[src/rtl/imem_boot_loader.sv]
// imem_boot_loader: loads a length-prefixed little-endian byte image into the
// instruction memory and holds the core in reset until the image is complete.
module imem_boot_loader #(
  parameter int unsigned DEPTH = 1024,
  parameter int unsigned CNT_W = 16
) (
  input  logic        clk,
  input  logic        rst,
  input  logic        start,
  input  logic [7:0]  rx_data,
  input  logic        rx_valid,
  output logic        rx_ready,
  output logic        mem_we,
  output logic [31:0] mem_addr,
  output logic [31:0] mem_wd,
  output logic        core_rst,
  output logic        busy,
  output logic        done,
  output logic        error
);

  localparam int unsigned WIDX_W = $clog2(DEPTH);

  typedef enum logic [2:0] {
    S_IDLE,
    S_HDR0,
    S_HDR1,
    S_DATA,
    S_WRITE,
    S_DONE,
    S_ERR
  } state_t;

  state_t              state_q, state_d;
  logic [CNT_W-1:0]    cnt_q, cnt_d;
  logic [WIDX_W-1:0]   widx_q, widx_d;
  logic [1:0]          bidx_q, bidx_d;
  logic [31:0]         word_q, word_d;
  logic                accept_c;
  logic [CNT_W-1:0]    hdr_n_c;

  // rx_ready is a state decode, so the handshake never depends on rx_valid combinationally
  assign accept_c = rx_valid && rx_ready;
  assign hdr_n_c  = CNT_W'({rx_data, cnt_q[7:0]});

  // Next-state and datapath update
  always_comb begin
    state_d = state_q;
    cnt_d   = cnt_q;
    widx_d  = widx_q;
    bidx_d  = bidx_q;
    word_d  = word_q;
    case (state_q)
      S_IDLE: begin
        if (start) state_d = S_HDR0;
      end
      S_HDR0: begin
        if (accept_c) begin
          cnt_d   = CNT_W'(rx_data);
          state_d = S_HDR1;
        end
      end
      S_HDR1: begin
        if (accept_c) begin
          cnt_d = hdr_n_c;
          if (hdr_n_c == CNT_W'(0) || hdr_n_c > CNT_W'(DEPTH)) begin
            state_d = S_ERR;
          end else begin
            widx_d  = WIDX_W'(0);
            bidx_d  = 2'd0;
            state_d = S_DATA;
          end
        end
      end
      S_DATA: begin
        if (accept_c) begin
          word_d[{bidx_q, 3'b000} +: 8] = rx_data;
          bidx_d = bidx_q + 2'd1;
          if (bidx_q == 2'd3) state_d = S_WRITE;
        end
      end
      S_WRITE: begin
        if (CNT_W'(widx_q) == cnt_q - CNT_W'(1)) begin
          state_d = S_DONE;
        end else begin
          widx_d  = widx_q + WIDX_W'(1);
          bidx_d  = 2'd0;
          state_d = S_DATA;
        end
      end
      S_DONE:  state_d = S_DONE;
      S_ERR:   state_d = S_ERR;
      default: state_d = S_IDLE;
    endcase
  end

  // State and datapath registers
  always_ff @(posedge clk or negedge rst) begin
    if (!rst) begin
      state_q <= S_IDLE;
      cnt_q   <= '0;
      widx_q  <= '0;
      bidx_q  <= '0;
      word_q  <= '0;
    end else begin
      state_q <= state_d;
      cnt_q   <= cnt_d;
      widx_q  <= widx_d;
      bidx_q  <= bidx_d;
      word_q  <= word_d;
    end
  end

  // Registered outputs, decoded from the next state so they line up with state_q
  always_ff @(posedge clk or negedge rst) begin
    if (!rst) begin
      rx_ready <= 1'b0;
      busy     <= 1'b0;
      done     <= 1'b0;
      error    <= 1'b0;
      core_rst <= 1'b0;
      mem_we   <= 1'b0;
      mem_addr <= '0;
      mem_wd   <= '0;
    end else begin
      rx_ready <= (state_d == S_HDR0) || (state_d == S_HDR1) || (state_d == S_DATA);
      busy     <= (state_d == S_HDR0) || (state_d == S_HDR1) ||
                  (state_d == S_DATA) || (state_d == S_WRITE);
      done     <= (state_d == S_DONE);
      error    <= (state_d == S_ERR);
      core_rst <= (state_d == S_DONE);
      mem_we   <= (state_d == S_WRITE);
      // Address/data capture only on entry to WRITE and hold otherwise
      if (state_q == S_DATA && state_d == S_WRITE) begin
        mem_addr <= 32'({widx_q, 2'b00});
        mem_wd   <= word_d;
      end
    end
  end

endmodule

[config.mk]
export PLATFORM = sky130hd
export DESIGN_NAME = imem_boot_loader
export DESIGN_NICKNAME = d
export VERILOG_FILES = /design/src/rtl/imem_boot_loader.sv
export SDC_FILE = /design/constraint.sdc
export NUM_CORES = 1
export LEC_CHECK = 0
export CAP_MARGIN = 5
export CORE_MARGIN = 2
export CORE_UTILIZATION = 36
export CTS_CLUSTER_SIZE = 12
export DETAILED_ROUTE_END_ITERATION = 12
export GPL_ROUTABILITY_DRIVEN = 1
export PLACE_DENSITY_LB_ADDON = 0.2
export SYNTH_ARGS = -nofsm -noshare
export SYNTH_HDL_FRONTEND = slang
export SYNTH_SLANG_ARGS = --single-unit
[constraint.sdc]
create_clock -name clk -period 6.6 [get_ports clk]
set_input_delay 0.99 -clock clk [delete_from_list [all_inputs] [get_ports clk]]
set_output_delay 0.99 -clock clk [all_outputs]
set_load 0.01 [all_outputs]
# == Yosys cells after proc, flatten, opt, wreduce, memory -nomap -nowiden ==
# Cells that the tools add are included.
# totals
register_bits,110
input_bits,12
output_inout_bits,70
elab_cells,78
# classes
addsub,4
n_lt_le_gt_ge,1
n_eq_ne,19
n_shift,2
mux,23
bitwise,1
reduce_logical,15
# ops
op,n
$mux 32,2
$bwmux 32,1
$mux 16,2
$pmux 16 s2,1
$shift 8x7->32 const A,1
$shiftx 8x7->32,1
$mux 10,3
$mux 3,7
$pmux 3 s7,1
$pmux 10 s2,1
$eq 3x3->1 const B,6
$eq 10x16->1,1
$gt 16x11->1 const B,1
$logic_not 16->1,1
$sub 16x1->16 const B,1
$eq 3x2->1 const B,4
$add 10x1->10 const B,1
$ne 2x2->1 const B,5
$mux 2,4
$neg 5->7,1
$eq 3x1->1 const B,2
$pmux 2 s3,1
$reduce_and 3->1,2
$reduce_and 5->1,1
9 further kinds,14

# == Logic depth before layout (Yosys ltp) ==
# depth
ltp_word,9
mapped_depth,11
mapped_depth_nobuf,9

# == Least setup slack after synthesis ==
# Ideal clock, no wire load.
# synth_path
path_kind,register to register
from,reg cnt_q[0]
to,reg bidx_q[0]
setup_ns,0.128
t_arrival_ns,2.826
t_required_ns,6.472
slack_ns,3.647
path_stages_with_launch,12
path_buffers,2
period_less_slack_ns,2.953
path_cell_list,dfrtp_1 inv_1 ha_1 or4b_1 buf_2 o21a_1 or4_1 o211ai_1 nor4b_4 buf_6 o32a_2 mux2_1
# synth_via
elab_chain_len,4
elab_cells_between_ends,8
cone_classes,1 x add/sub; 1 x order compare; 3 x eq/ne; 3 x reduce/logical
# synth_rtl
element,line_no,source
from (decl),35,"logic [CNT_W-1:0] cnt_q, cnt_d;"
from (signal assigned),107,cnt_q <= cnt_d;
$sub 16x1->16 (tied with other cells),83,if (CNT_W'(widx_q) == cnt_q - CNT_W'(1)) begin
$eq 10x16->1 / $logic_or 1x1->1 (equally long branches),"83, 66",
$ne 2x2->1 (no line),--,
$reduce_and 5->1 (no line) (*),--,
to (signal assigned),109,bidx_q <= bidx_d;
to (decl),37,"logic [1:0] bidx_q, bidx_d;"
# Mark *: on every way between the ends. The rest lies on a longest branch, timed or not.
# A chain may end at the register's enable or synchronous reset.

# == Final worst setup path ==
# Ends and elaborated chain as after synthesis.

==> results by group <==
Final layout
  • Antenna cells: 0
  • Finished Layout Cells: 728
  • Area Overhead vs Synth: 17.4%
  • Fin area: 6110 sq um
  • Layout cells sized above 1: 13.1%
  • FILL cells: 1367
  • Post-layout net count: 563
  • Core Util, Final: 43.7%

Logic synthesis
  • Synth Warn #: 0
  • Cell taking the most area after synthesis: dfrtp_1
  • Synth top cells by count: dfrtp_1, nand2_1, mux2_2
  • Async SR Flop Fraction: 100%
  • Netlist Area Pre-Place: 5200 sq um
  • Largest cells by area after synthesis: dfrtp_1, mux2_2, nand2_1, o21ai_0, buf_4
  • Synth Instances: 498
  • Synth top area share: 52.9%
  • Mapped Avg Cell Area: 10.4 sq um
  • Seq/Total Area, Yosys: 52.9%
  • Count leader, synth: dfrtp_1
  • Post-synth EDFFs: 0
  • Unique masters post-synth: 58
  • Top_reg_cell synth: dfrtp_1
  • Seq cells post-synth: 110

Drt
  • Via-per-instance ratio: 5.05
  • # DRC: 0
  • Drt pass-1 iters: 4
  • Final ANT Viol Nets: 0
  • Wire length per cell: 15.6 um
  • Total wire length: 11400 um
  • DR WL met2: 5270 um
  • Met3 WL: 483 um
  • Iter 0 DRT Violations: 136
  • WL met1: 5390 um
  • Top layer in use: met4
  • Vias: 3674

Global route
  • Largest net degree at the start of global routing: 57
  • First-pass GRT wire length: 19000 um
  • Number of global-route vias before repair: 3599
  • Remaining global-route overflow: 0
  • GRT Total Usage: 15.2%
  • Initial antenna violation count: 0

Clock network
  • H-tree depth: 3
  • Clock Sinks: 110
  • CTS buffer count: 9
  • Worst-Skew Late Latency: 0.35 ns
  • Post-CTS setup buffers: 0
  • Clock buffer depth: 2
  • Post-CTS Hold Fix Bufs: 0
  • Cts repair resizes: 0
  • Root Buffer: clkbuf_16
  • Worst-path clk slew: 0.07 ns
  • CTS tree: yes

Floorplanning
  • FP Rows: 43
  • Initial Util: 37.2%
  • Die ar.: 15400 sq um
  • DIE HEIGHT: 124 um
  • I/O Pins: 82
  • Total core area: 14000 sq um
  • DIE WIDTH: 124 um

Pwr
  • Worst vdd rail ir drop: 0.141 mV
  • Power Density: 355 nW/um^2
  • Static Leak: 2.71 nW

Setup path
  • CP Max Fanout: 21
  • Worst path max stage delay: 0.60 ns
  • Crit path launch type: register
  • Crit-path cells: inv_1 -> ha_1 -> or4b_1 -> o21a_1 -> or4_1 -> o211ai_1 -> nor4b_4 -> buf_4 -> o32a_2 -> mux2_1
  • Buffers plus inverters on the worst setup path: 2
  • Worst EP required: 6.84 ns
  • Critical path class: reg -> reg
  • Slowest CP cell: or4b_1
  • Crit path DAT: 3.57 ns
  • Crit-path leading delay family: simple AND/OR/NAND/NOR gates
  • Setup crit end kind: register

Placement
  • # port buffers: 59
  • Placed Area: 5840 sq um
  • Dpl cells: 712
  • DPL Wire Length: 8010 um
  • RePlAce Congestion: 0.801

STA
  • WHS: 0.484 ns
  • Worst Skew: 0.00667 ns
  • Crit path time final: 3.33 ns
  • Hold Fails Final Rpt: 0
  • Pins Over Slew Limit: 0
  • RSZ-0062 raised after global routing: false
  • Setup TNS: 0 ns
  • Fmax: 300 MHz
  • Max_slew headroom: 34.0%
  • Final clock period utilization by the worst path: 50.5%
  • Worst-Margin Slew: 0.982 ns
  • # setup viols final: 0

Flow run
  • Max-cap violation count: 0

Worst hold path
  • Worst Hold Class: reg -> reg

Run status
  • Status: completed
-- cell type report --
class,count,area [sq um],area share (%)
Clock buffer,10,229,3.75
Clock inverter,6,37.5,0.615
Inverter,12,45.0,0.738
Multi-Input combinational cell,347,2200,36.0
Sequential cell,110,2750,45.1
Tap cell,180,225,3.69
Timing Repair Buffer,63,618,10.1
-- cells in the final DEF (no fill, tap or decap), types with 5 or more instances in the layout --
| master | synthesis | routed |
|---|---|---|
| a22o_1 | 8 | 8 |
| or3_1 | 5 | 5 |
| xnor2_1 | 6 | 6 |
| o21ai_0 | 40 | 40 |
| nor3_1 | 8 | 8 |
| inv_1 | 11 | 11 |
| buf_4 | 23 | 5 |
| nor2_1 | 15 | 15 |
| nand3_1 | 16 | 16 |
| nand2_1 | 95 | 95 |
| conb_1 | 1 | 22 |
| ha_1 | 8 | 8 |
| a21oi_1 | 9 | 9 |
| clkdlybuf4s50_1 | 0 | 58 |
| or4_1 | 6 | 6 |
| clkbuf_16 | 0 | 9 |
| mux2_2 | 41 | 41 |
| o31ai_1 | 5 | 5 |
| xor2_1 | 6 | 6 |
| dfrtp_1 | 110 | 110 |
| nor4_1 | 5 | 5 |
-- worst register-to-register path, cell delays in order (launching register included) --
cell      delay [ns]
dfrtp_1         0.44
inv_1           0.10
ha_1            0.24
or4b_1          0.60
o21a_1          0.23
or4_1           0.46
o211ai_1        0.11
nor4b_4         0.22
buf_4           0.27
o32a_2          0.21
mux2_1          0.32
-- where the power goes --
group          switching (mW)  leakage [nW]  internal, mW
Clock                   0.246         0.136         0.256
Sequential              0.158          1.45         0.826
Combinational           0.363          1.12         0.318
Total                   0.766          2.71          1.40
-- registers in the layout, summed over array words and instances, names as in the netlist --
register and count:
state_q 3, mem_addr 10, mem_we 1, error 1, mem_wd 32, widx_q 10
bidx_q 2, busy 1, rx_ready 1, word_q 32, cnt_q 16, done 1
-- worst paths after layout --
| kind | startpoint | end | slack (ns) | cells past startpoint |
|---|---|---|---|---|
| max reg2reg | cnt_q[0] | bidx_q[0] | 3.27 | 10 |
| max in group asynchronous | rst | bidx_q[1] | 4.76 | 2 |
| min in group asynchronous | rst | mem_addr[10] | 0.67 | 1 |
| min reg2reg | mem_addr[9] | mem_addr[9] | 0.48 | 2 |
| max | cnt_q[0] | bidx_q[0] | 3.27 | 10 |
| min | mem_addr[9] | mem_addr[9] | 0.48 | 2 |
-- layer usage --
metal / up-vias / global-route usage [%]
met5: - / 0
met4: 0 / 6.68
met3: 21 / 3.10
met2: 78 / 23.5
met1: 1795 / 20.8
li1: 1780 / -
-- stage by stage --
stage | setup slack, ns | total power, mW
floorplan | 3.65 | 1.45
global placement | 3.16 | 1.66
detailed placement | 3.11 | 1.68
CTS | 3.27 | 2.19
global route | 3.09 | 2.32
finish | 3.27 | 2.17
-- cell families (layout without fill, tap and decap cells) --
logic type / count (synthesis) / after routing / synth area share [%]
adder cells (fa/ha/maj): 8 / 8 / 1.92
multiplexers: 46 / 46 / 9.96
buffers and inverters: 62 / 91 / 6.33
AND/OR/NAND/NOR: 176 / 176 / 16.3
flip-flops: 110 / 110 / 52.9
XOR/XNOR: 12 / 12 / 2.02
other: 1 / 22 / 0.0721
AO/OA/AOI/OAI: 83 / 83 / 10.5
Power figures use the tool's default switching activity.
